--- src/rtl/sale_terminal_pkg.sv ---
// -----------------------------------------------------------------------------
// sale_terminal_pkg
// Constants and types shared by the product selector, the browse controller
// and the cart/billing logic of the sale terminal.
//   NUM_ITEMS      : number of selectable product records
//   SEL_W          : width of the selector's select / item index
//   REC_W          : width of one product record
//   browse_state_t : browse controller FSM states
// -----------------------------------------------------------------------------
package sale_terminal_pkg;

    localparam int unsigned NUM_ITEMS = 13;
    localparam int unsigned SEL_W     = 4;
    localparam int unsigned REC_W     = 77;

    typedef enum logic [1:0] {
        BROWSE,
        CAPTURE,
        OFFER
    } browse_state_t;

endpackage

--- src/rtl/product_browse_ctrl_if.sv ---
// -----------------------------------------------------------------------------
// product_browse_ctrl_if
// Bundles the selector link and the downstream record handshake.
//   mux_sel    : select driven to the product selector
//   mux_out    : record returned by the selector for mux_sel
//   item_data  : captured record offered downstream
//   item_valid : captured record available
//   out_ready  : downstream accepts item_data
// master = browse controller side, slave = selector/cart side.
// -----------------------------------------------------------------------------
interface product_browse_ctrl_if;
    import sale_terminal_pkg::*;

    logic [SEL_W-1:0] mux_sel;
    logic [REC_W-1:0] mux_out;
    logic [REC_W-1:0] item_data;
    logic             item_valid;
    logic             out_ready;

    modport master (
        output mux_sel,
        output item_data,
        output item_valid,
        input  mux_out,
        input  out_ready
    );

    modport slave (
        input  mux_sel,
        input  item_data,
        input  item_valid,
        output mux_out,
        output out_ready
    );

endinterface

--- src/rtl/mod_n_updown_counter.sv ---
// -----------------------------------------------------------------------------
// mod_n_updown_counter
// Wrapping modulo-N up/down counter with synchronous load.
//   clk_i      : clock, rising edge
//   rst_i      : synchronous active-high reset, loads RST_VAL
//   inc_i      : step up (N-1 wraps to 0)
//   dec_i      : step down (0 wraps to N-1)
//   load_i     : load load_val_i, overrides inc/dec
//   load_val_i : value for load
//   cnt_o      : current count, always 0..N-1
// inc_i and dec_i together cancel and leave the count unchanged.
// -----------------------------------------------------------------------------
module mod_n_updown_counter #(
    parameter int unsigned N       = 13,
    parameter int unsigned W       = 4,
    parameter int unsigned RST_VAL = 0
) (
    input  logic         clk_i,
    input  logic         rst_i,
    input  logic         inc_i,
    input  logic         dec_i,
    input  logic         load_i,
    input  logic [W-1:0] load_val_i,
    output logic [W-1:0] cnt_o
);

    localparam logic [W-1:0] MaxVal = W'(N - 1);

    logic [W-1:0] cnt_q, cnt_d;

    always_comb begin
        cnt_d = cnt_q;
        if (load_i) begin
            cnt_d = load_val_i;
        end else if (inc_i && !dec_i) begin
            cnt_d = (cnt_q == MaxVal) ? '0 : cnt_q + W'(1);
        end else if (dec_i && !inc_i) begin
            cnt_d = (cnt_q == '0) ? MaxVal : cnt_q - W'(1);
        end
    end

    always_ff @(posedge clk_i) begin
        if (rst_i) begin
            cnt_q <= W'(RST_VAL);
        end else begin
            cnt_q <= cnt_d;
        end
    end

    assign cnt_o = cnt_q;

endmodule

--- src/rtl/product_browse_ctrl.sv ---
// -----------------------------------------------------------------------------
// product_browse_ctrl
// Turns next/prev/confirm button pulses into a wrapping item index for the
// product selector, captures the selected record on confirm and offers it
// downstream over a valid/ready handshake. The index returns to HOME_IDX
// after IDLE_CYCLES browse cycles without a button.
//   clk_i         : clock, rising edge
//   rst_i         : synchronous active-high reset
//   btn_next_i    : one-cycle pulse, advance index
//   btn_prev_i    : one-cycle pulse, step index back
//   btn_confirm_i : one-cycle pulse, capture current record
//   busy_o        : high in CAPTURE or OFFER (buttons ignored)
//   bus           : selector link + downstream handshake (master side)
// -----------------------------------------------------------------------------
module product_browse_ctrl
    import sale_terminal_pkg::*;
#(
    parameter int unsigned SETTLE_CYCLES = 1,
    parameter int unsigned IDLE_CYCLES   = 50_000_000,
    parameter int unsigned HOME_IDX      = 0
) (
    input  logic                         clk_i,
    input  logic                         rst_i,
    input  logic                         btn_next_i,
    input  logic                         btn_prev_i,
    input  logic                         btn_confirm_i,
    output logic                         busy_o,
    product_browse_ctrl_if.master        bus
);

    localparam int unsigned SETTLE_W = $clog2(SETTLE_CYCLES + 1);
    localparam int unsigned IDLE_W   = $clog2(IDLE_CYCLES + 1);

    browse_state_t     state_q;
    logic [SETTLE_W-1:0] settle_q;
    logic [IDLE_W-1:0] idle_q;
    logic [REC_W-1:0]  item_data_q;
    logic              item_valid_q;
    logic              busy_q;

    logic             in_browse;
    logic             any_btn;
    logic             idle_hit;
    logic             step_inc;
    logic             step_dec;
    logic [SEL_W-1:0] sel;

    always_comb begin
        in_browse = (state_q == BROWSE);
        any_btn   = btn_next_i | btn_prev_i | btn_confirm_i;
        // Timeout only fires on a button-free cycle; a pulse always wins.
        idle_hit  = in_browse && !any_btn && (idle_q == IDLE_W'(IDLE_CYCLES - 1));
        // Confirm has priority over stepping; next+prev cancel in the counter.
        step_inc  = in_browse && !btn_confirm_i && btn_next_i;
        step_dec  = in_browse && !btn_confirm_i && btn_prev_i;
    end

    mod_n_updown_counter #(
        .N       (NUM_ITEMS),
        .W       (SEL_W),
        .RST_VAL (HOME_IDX)
    ) u_index (
        .clk_i      (clk_i),
        .rst_i      (rst_i),
        .inc_i      (step_inc),
        .dec_i      (step_dec),
        .load_i     (idle_hit),
        .load_val_i (SEL_W'(HOME_IDX)),
        .cnt_o      (sel)
    );

    always_ff @(posedge clk_i) begin
        if (rst_i) begin
            state_q      <= BROWSE;
            settle_q     <= '0;
            idle_q       <= '0;
            item_data_q  <= '0;
            item_valid_q <= 1'b0;
            busy_q       <= 1'b0;
        end else begin
            unique case (state_q)
                BROWSE: begin
                    if (btn_confirm_i) begin
                        state_q  <= CAPTURE;
                        busy_q   <= 1'b1;
                        settle_q <= SETTLE_W'(SETTLE_CYCLES - 1);
                        idle_q   <= '0;
                    end else if (any_btn || idle_hit) begin
                        idle_q <= '0;
                    end else begin
                        idle_q <= idle_q + IDLE_W'(1);
                    end
                end
                CAPTURE: begin
                    // Give the selector time to settle on mux_sel before sampling.
                    if (settle_q == '0) begin
                        item_data_q  <= bus.mux_out;
                        item_valid_q <= 1'b1;
                        state_q      <= OFFER;
                    end else begin
                        settle_q <= settle_q - SETTLE_W'(1);
                    end
                end
                OFFER: begin
                    if (item_valid_q && bus.out_ready) begin
                        item_valid_q <= 1'b0;
                        state_q      <= BROWSE;
                        busy_q       <= 1'b0;
                        idle_q       <= '0;
                    end
                end
                default: begin
                    state_q      <= BROWSE;
                    item_valid_q <= 1'b0;
                    busy_q       <= 1'b0;
                    idle_q       <= '0;
                end
            endcase
        end
    end

    assign bus.mux_sel    = sel;
    assign bus.item_data  = item_data_q;
    assign bus.item_valid = item_valid_q;
    assign busy_o         = busy_q;

    sel_in_range_a: assert property (@(posedge clk_i) disable iff (rst_i)
        (int'(sel) < int'(NUM_ITEMS)))
        else $error("mux_sel out of range: %0d", sel);

endmodule

--- src/flat_wrapper.sv ---
// flat-port wrapper written by rule: the top's interface ports become plain ports
module product_browse_ctrl_flat import sale_terminal_pkg::*;
#(
    parameter int unsigned SETTLE_CYCLES = 1,
    parameter int unsigned IDLE_CYCLES   = 50_000_000,
    parameter int unsigned HOME_IDX      = 0
)
  (clk_i, rst_i, btn_next_i, btn_prev_i, btn_confirm_i, busy_o, bus_mux_sel, bus_item_data, bus_item_valid, bus_mux_out, bus_out_ready);
  product_browse_ctrl_if bus_i ();
  input  logic clk_i;
  input  logic rst_i;
  input  logic btn_next_i;
  input  logic btn_prev_i;
  input  logic btn_confirm_i;
  output logic busy_o;
  output wire logic [$bits(bus_i.mux_sel)-1:0] bus_mux_sel;
  output wire logic [$bits(bus_i.item_data)-1:0] bus_item_data;
  output wire logic [$bits(bus_i.item_valid)-1:0] bus_item_valid;
  input wire logic [$bits(bus_i.mux_out)-1:0] bus_mux_out;
  input wire logic [$bits(bus_i.out_ready)-1:0] bus_out_ready;
  assign bus_mux_sel = bus_i.mux_sel;
  assign bus_item_data = bus_i.item_data;
  assign bus_item_valid = bus_i.item_valid;
  assign bus_i.mux_out = bus_mux_out;
  assign bus_i.out_ready = bus_out_ready;
  product_browse_ctrl #(.SETTLE_CYCLES(SETTLE_CYCLES), .IDLE_CYCLES(IDLE_CYCLES), .HOME_IDX(HOME_IDX)) u_core (.clk_i(clk_i), .rst_i(rst_i), .btn_next_i(btn_next_i), .btn_prev_i(btn_prev_i), .btn_confirm_i(btn_confirm_i), .busy_o(busy_o), .bus(bus_i));
endmodule
--- config.mk ---
export PLATFORM = sky130hd
export DESIGN_NAME = product_browse_ctrl_flat
export DESIGN_NICKNAME = d
export VERILOG_FILES = /design/src/rtl/sale_terminal_pkg.sv /design/src/rtl/product_browse_ctrl_if.sv /design/src/rtl/mod_n_updown_counter.sv /design/src/rtl/product_browse_ctrl.sv /design/src/flat_wrapper.sv
export SDC_FILE = /design/constraint.sdc
export NUM_CORES = 1
export LEC_CHECK = 0
export CAP_MARGIN = 20
export CORE_MARGIN = 2
export CORE_UTILIZATION = 30
export DETAILED_ROUTE_END_ITERATION = 12
export HOLD_SLACK_MARGIN = 0.15
export SYNTH_ARGS = -nofsm -noshare
export SYNTH_HDL_FRONTEND = slang
export SYNTH_SLANG_ARGS = --single-unit
--- constraint.sdc ---
create_clock -name clk_i -period 1.8 [get_ports clk_i]
set_input_delay 0.36 -clock clk_i [delete_from_list [all_inputs] [get_ports clk_i]]
set_output_delay 0.36 -clock clk_i [all_outputs]
set_load 0.01 [all_outputs]
==> impl_metrics.toml, run 1 <==
[global_route]
grt_overflow = 0
grt_max_degree = 79
grt_pass1_wl_um = 22670
antenna_found_initial = 0
first_global_vias = 4432
gr-usage-all-layers_pct = 17.37

[logic_synthesis]
synthDistinctLibCells = 51
synth_cells = 570
synth_area_per_cell_um2 = 7.933
netlist_area_um2 = 4522
synthArstFlopShare_pct = 0
synth_edf_count = 0
synth_warnings = 0
ys_seq_elements = 111
synth_flop_cell = "dfxtp_1"
syn_nets = 657
ys_seq_area_share_pct = 49.14

[sta]
setup_viol = 1
min_period_ns = 1.817
maxSlewViolCount = 0
rsz0062_at_grt = "yes"
tightest_slew_ns = 0.5462
timing.hold.ws_ns = 0.3773
fmax_mhz = 550.3
skew_ns = 0.01017
tns_ns = -0.01713
slew_headroom_pct = 63.59
finalHoldViolCount = 0
timing.final.ws_setup_ns = -0.01713
period_share_pct = 101.0

[pwr]
p_per_area_nw_per_um2 = 787.8
vdd_drop_max_uv = 382.7
p_leak_nw = 2.690

[status]
violations = "negative setup slack"
status = "complete, but fails checks"

[place]
dp_slack_ns = -0.4072
dpl.hpwl_um = 9439
gp_congestion = 0.8259
portBuffers = 165
dp_cells = 932

[layout]
drive_gt1_share_pct = 16.56
fillers = 1369
stdcell_count = 963
final_core_util_pct = 50.25
mostFrequentLayoutCells = "173 x nand2_1, 163 x clkdlybuf4s50_1, 101 x dfxtp_1, 86 x a21oi_1, 51 x buf_4"
final_common_cell = "nand2_1"
regArea_um2 = 2247
final_net_count = 861
syn2layout_area_growth_pct = 62.73
insertedDiodeCount = 0
multi_input_area_um2 = 2287

[floorplan]
io_pins = 166
die_x_um = 126.8
dieArea_um2 = 16070
die_h_um = 126.8
start_util_pct = 30.88
rows = 44
fp.coreArea_um2 = 14640

[route]
post-route-drc-count = 0
routed_via_density = 4.872
vias = 4692
wire_per_inst_um = 14.41
wl_um = 13870
drtPass1Iterations = 4
ant_nets = 0
drt_iter0_markers = 252

[setup_path]
worstPathMaxFanout = 8
path_class = "register to register"
critPathLaunchType = "register"
critPathArrivalTime_ns = 2.06
end_kind = "register"
required_ns = 2.04

[clock_tree]
h-tree-depth = 3
insertion_delay_ns = 0.35
clockBufferDepth = 2
cts_made_buffers = 9
cts_sinks = 111
path_clk_slew_ns = 0.08
cts_tree = "built"
cts_root_buf = "clkbuf_16"

[flow_run]
drv_cap = 0

[worst_hold_path]
hp-class = "primary input to register"
per-stage QoR:
step | area, µm² | total power, W
finish | 7358 | 0.005797
detailed placement | 6670 | 0.003599
global placement | 6670 | 0.003581
CTS | 7178 | 0.005872
floorplan | 4523 | 0.003078
global route | 7358 | 0.006081
report_power, final:
part / leakage (nW) / internal [W] / switching [W] / total (W)
Clock: 0.165 / 0.00126 / 0.000978 / 0.00223
Combinational: 1.62 / 0.000517 / 0.000419 / 0.000936
Sequential: 0.909 / 0.00256 / 0.0000709 / 0.00263
Total: 2.69 / 0.00433 / 0.00147 / 0.00580
final timing paths:
| kind | startpoint | endpoint | slack, ns | cells after the start |
|---|---|---|---|---|
| setup / recovery | u_core.idle_q[0]$_SDFFE_PP0P_ | u_core.idle_q[6]$_SDFFE_PP0P_ | -0.02 | 7 |
| hold / removal | rst_i | u_core.bus.item_valid$_SDFFE_PP0P_ | 0.38 | 3 |
| setup reg to reg | u_core.idle_q[0]$_SDFFE_PP0P_ | u_core.idle_q[6]$_SDFFE_PP0P_ | -0.02 | 7 |
| hold reg to reg | u_core.bus.item_data[52]$_SDFFE_PP0P_ | u_core.bus.item_data[52]$_SDFFE_PP0P_ | 0.45 | 2 |
critical path: stages (launching register included):
cell     delay (ns)
dfxtp_4        0.37
ha_4           0.14
and3_4         0.19
nand4_1        0.15
o211a_1        0.32
buf_12         0.16
and3_4         0.14
a211o_1        0.22
synthesized netlist by cell type, types with 7 or more instances:
cell type / number / area share, %
a31oi_1: 9 / 1.2
clkbuf_1: 29 / 2.4
nand4_1: 10 / 1.4
dfxtp_1: 111 / 49
nor3_1: 7 / 0.77
nand2_1: 175 / 15
a21oi_1: 91 / 10
or3_1: 7 / 0.97
nand3_1: 19 / 2.1
nor2_1: 12 / 1.0
inv_1: 12 / 1.0
o21ai_0: 14 / 1.5
logic make-up (layout without fill, tap and decap cells):
kind of cell,after synthesis,count (layout),share of synthesized area [%]
flops,111,111,49.14
simple gates,263,263,26.78
xor+xnor,5,5,0.9686
mux,2,2,0.4427
compound gates,138,138,17.54
buf+inv,47,256,4.012
fa+ha+maj,4,4,1.107
state kept, by name, indices dropped and copies added (netlist names):
signal,cells
u_core.idle_q,26
u_core.busy_o,1
u_core.u_index.cnt_o,4
u_core.state_q,2
u_core.bus.item_data,77
u_core.bus.item_valid,1
layout make-up:
class | count | share of cell area (%)
Multi-Input combinational cell | 412 | 31.08
Tap cell | 184 | 3.129
Sequential cell | 111 | 30.54
Timing Repair Buffer | 228 | 30.10
Clock inverter | 7 | 1.479
Clock buffer | 9 | 3.061
Inverter | 12 | 0.6121
layer usage:
layer  GRT usage (%)  routed length [µm]  vias to the layer above
met2           29.79                6980                      127
met4           6.141                 217                        0
li1                -                   -                     2366
met1           21.78                5991                     2182
met5               0                   0                        -
met3           3.458                 684                       17
what timing repair did:
item,CTS,global route
setup buffers,6,8
hold buffers,0,0
gates cloned,1,0
pin swaps,5,24
resized for setup,22,40
setup endpoints to repair,18,29
Power figures use the tool's default switching activity.
==> run 2, diff against run 1 <==
--- a/config.mk
+++ b/config.mk
@@ -6,7 +6,7 @@
 export NUM_CORES = 1
 export LEC_CHECK = 0
 export CAP_MARGIN = 20
-export CORE_MARGIN = 2
+export CORE_MARGIN = 8
 export CORE_UTILIZATION = 30
 export DETAILED_ROUTE_END_ITERATION = 12
 export HOLD_SLACK_MARGIN = 0.15
==> run 2 against run 1 <==
Effect of this change:
- the flow still finishes with violations (negative setup slack)
- power is 1.9% higher
- non-clock buffer count is 1 lower
- clock skew is 0.0031 ns lower
- combinational power is 0.5% lower
- first-iteration DRC count is 18% lower
- count of clock-buffer cells in the layout is 1 higher
- worst hold slack worse by 0.082 ns
- final area is 1.5% lower
- wire length is 4.1% higher
- sequential share of layout area is 0.31 points higher
==> impl_metrics.toml, run 2 (synthesized netlist as in run 1, its figures left out) <==
[status]
status = "complete, but fails checks"
violations = "negative setup slack"

[layout]
mostFrequentLayoutCells = "174 x nand2_1, 162 x clkdlybuf4s50_1, 100 x dfxtp_1, 89 x a21oi_1, 58 x buf_4"
stdcell_count = 966
drive_gt1_share_pct = 14.91
largest_register_ffs = 77
insertedDiodeCount = 0
final_core_util_pct = 48.39
syn2layout_area_growth_pct = 60.27
final_common_cell = "nand2_1"
final_net_count = 860
fin_area_um2 = 7247
fillers = 1422

[clock_tree]
cts_made_buffers = 9
cts_tree = "built"
h-tree-depth = 3
cts_hold_buffers = 0
insertion_delay_ns = 0.34
cts_root_buf = "clkbuf_16"
clockBufferDepth = 2
path_clk_slew_ns = 0.07
cts_sinks = 111

[floorplan]
rows = 45
die_h_um = 138.8
fp.coreArea_um2 = 14980
start_util_pct = 30.19
io_pins = 166
dieArea_um2 = 19260
die_x_um = 138.8

[sta]
slew_headroom_pct = 68.55
maxSlewViolCount = 0
rsz0062_at_grt = "yes"
finalHoldViolCount = 0
min_period_ns = 1.830
timing.hold.ws_ns = 0.2951
fmax_mhz = 546.3
tightest_slew_ns = 0.4718
timing.final.ws_setup_ns = -0.03035
setup_viol = 2
period_share_pct = 101.7
skew_ns = 0.007111

[global_route]
gr-usage-all-layers_pct = 14.50
grt_pass1_wl_um = 23180
grt_overflow = 0
first_global_vias = 4496
antenna_found_initial = 0
grt_max_degree = 78

[route]
drtPass1Iterations = 4
vias = 4638
wl_um = 14450
ant_nets = 0
wire_per_inst_um = 14.96
post-route-drc-count = 0
drt_iter0_markers = 206
routed_via_density = 4.801

[pwr]
switching_share_pct = 24.08
p_int_w = 0.004483
clock_power_share_pct = 39.6
p_per_area_nw_per_um2 = 814.8
p_seq_share_pct = 44.7
power.net_switching_w = 0.001422
p_leak_nw = 2.672
vdd_drop_max_uv = 471.9
p_comb_share_pct = 15.8

[place]
gp_congestion = 0.8005
dpl.hpwl_um = 10490
dp_cells = 944
post_dp_cell_area_um2 = 6723
portBuffers = 165

[setup_path]
critPathArrivalTime_ns = 2.06
worstPathMaxFanout = 4
end_kind = "register"
required_ns = 2.03
critPathLaunchType = "register"
r2r_cells = 8
crit_start = "u_core.idle_q[0]$_SDFFE_PP0P_"
path_class = "register to register"
reg2reg_from = "u_core.idle_q[0]$_SDFFE_PP0P_"

[worst_hold_path]
hold_depth = 2
hp-class = "primary input to register"
min_from = "rst_i"

[flow_run]
drv_cap = 0
run 2: stage by stage:
step	setup WS, ns	total power [W]	setup TNS (ns)
floorplan	0.04961	0.003078	0
global placement	-0.4463	0.003596	-7.267
detailed placement	-0.4809	0.003610	-9.022
CTS	-0.04165	0.005989	-0.05637
global route	-0.1455	0.006181	-0.3736
finish	-0.03035	0.005905	-0.05090
run 2: worst max-delay path, stage by stage, from the launching register on:
cell	delay, ns
dfxtp_2	0.35
ha_4	0.13
and3_4	0.19
nand4_1	0.16
o211ai_1	0.32
buf_4	0.20
buf_4	0.10
nor3_1	0.04
a211o_1	0.22
run 2: what timing repair did:
| item | in CTS | in global routing |
|---|---|---|
| endpoints found under the setup margin | 18 | 22 |
| endpoints found under the hold margin | 0 | 0 |
| pin swaps | 4 | 4 |
| gates resized for setup | 18 | 19 |
| cloned | 1 | 0 |
| buffers inserted | 5 | 1 |
run 2: power by group through the flow:
stage / combinational [W] / sequential [W] / clock (W)
CTS: 0.000933 / 0.00264 / 0.00242
finish: 0.000931 / 0.00264 / 0.00234
global route: 0.00102 / 0.00265 / 0.00251
global placement: 0.000911 / 0.00268 / 0
detailed placement: 0.000919 / 0.00269 / 0
floorplan: 0.000349 / 0.00273 / 0
run 2: final cells by class:
cell class | count | area, µm² | share of cell area [%]
Clock buffer | 10 | 239.0 | 3.298
Clock inverter | 6 | 115.1 | 1.588
Inverter | 12 | 45.04 | 0.6215
Multi-Input combinational cell | 412 | 2231 | 30.78
Sequential cell | 111 | 2236 | 30.85
Tap cell | 188 | 235.2 | 3.246
Timing Repair Buffer | 227 | 2146 | 29.61
run 2: per-layer routing:
metal	routed length [µm]	up-vias	track usage, %
met4	144	0	4.333
met3	726	10	3.890
met2	7015	120	24.59
li1	-	2352	-
met5	0	-	0
met1	6562	2156	17.62
run 2: path summary, 6_finish.rpt:
check	slack, ns	endpoint
worst max-delay path	-0.03	u_core.idle_q[6]$_SDFFE_PP0P_
worst min-delay path	0.30	u_core.idle_q[14]$_SDFFE_PP0P_
worst max register to register	-0.03	u_core.idle_q[6]$_SDFFE_PP0P_
worst min register to register	0.45	u_core.bus.item_data[44]$_SDFFE_PP0P_
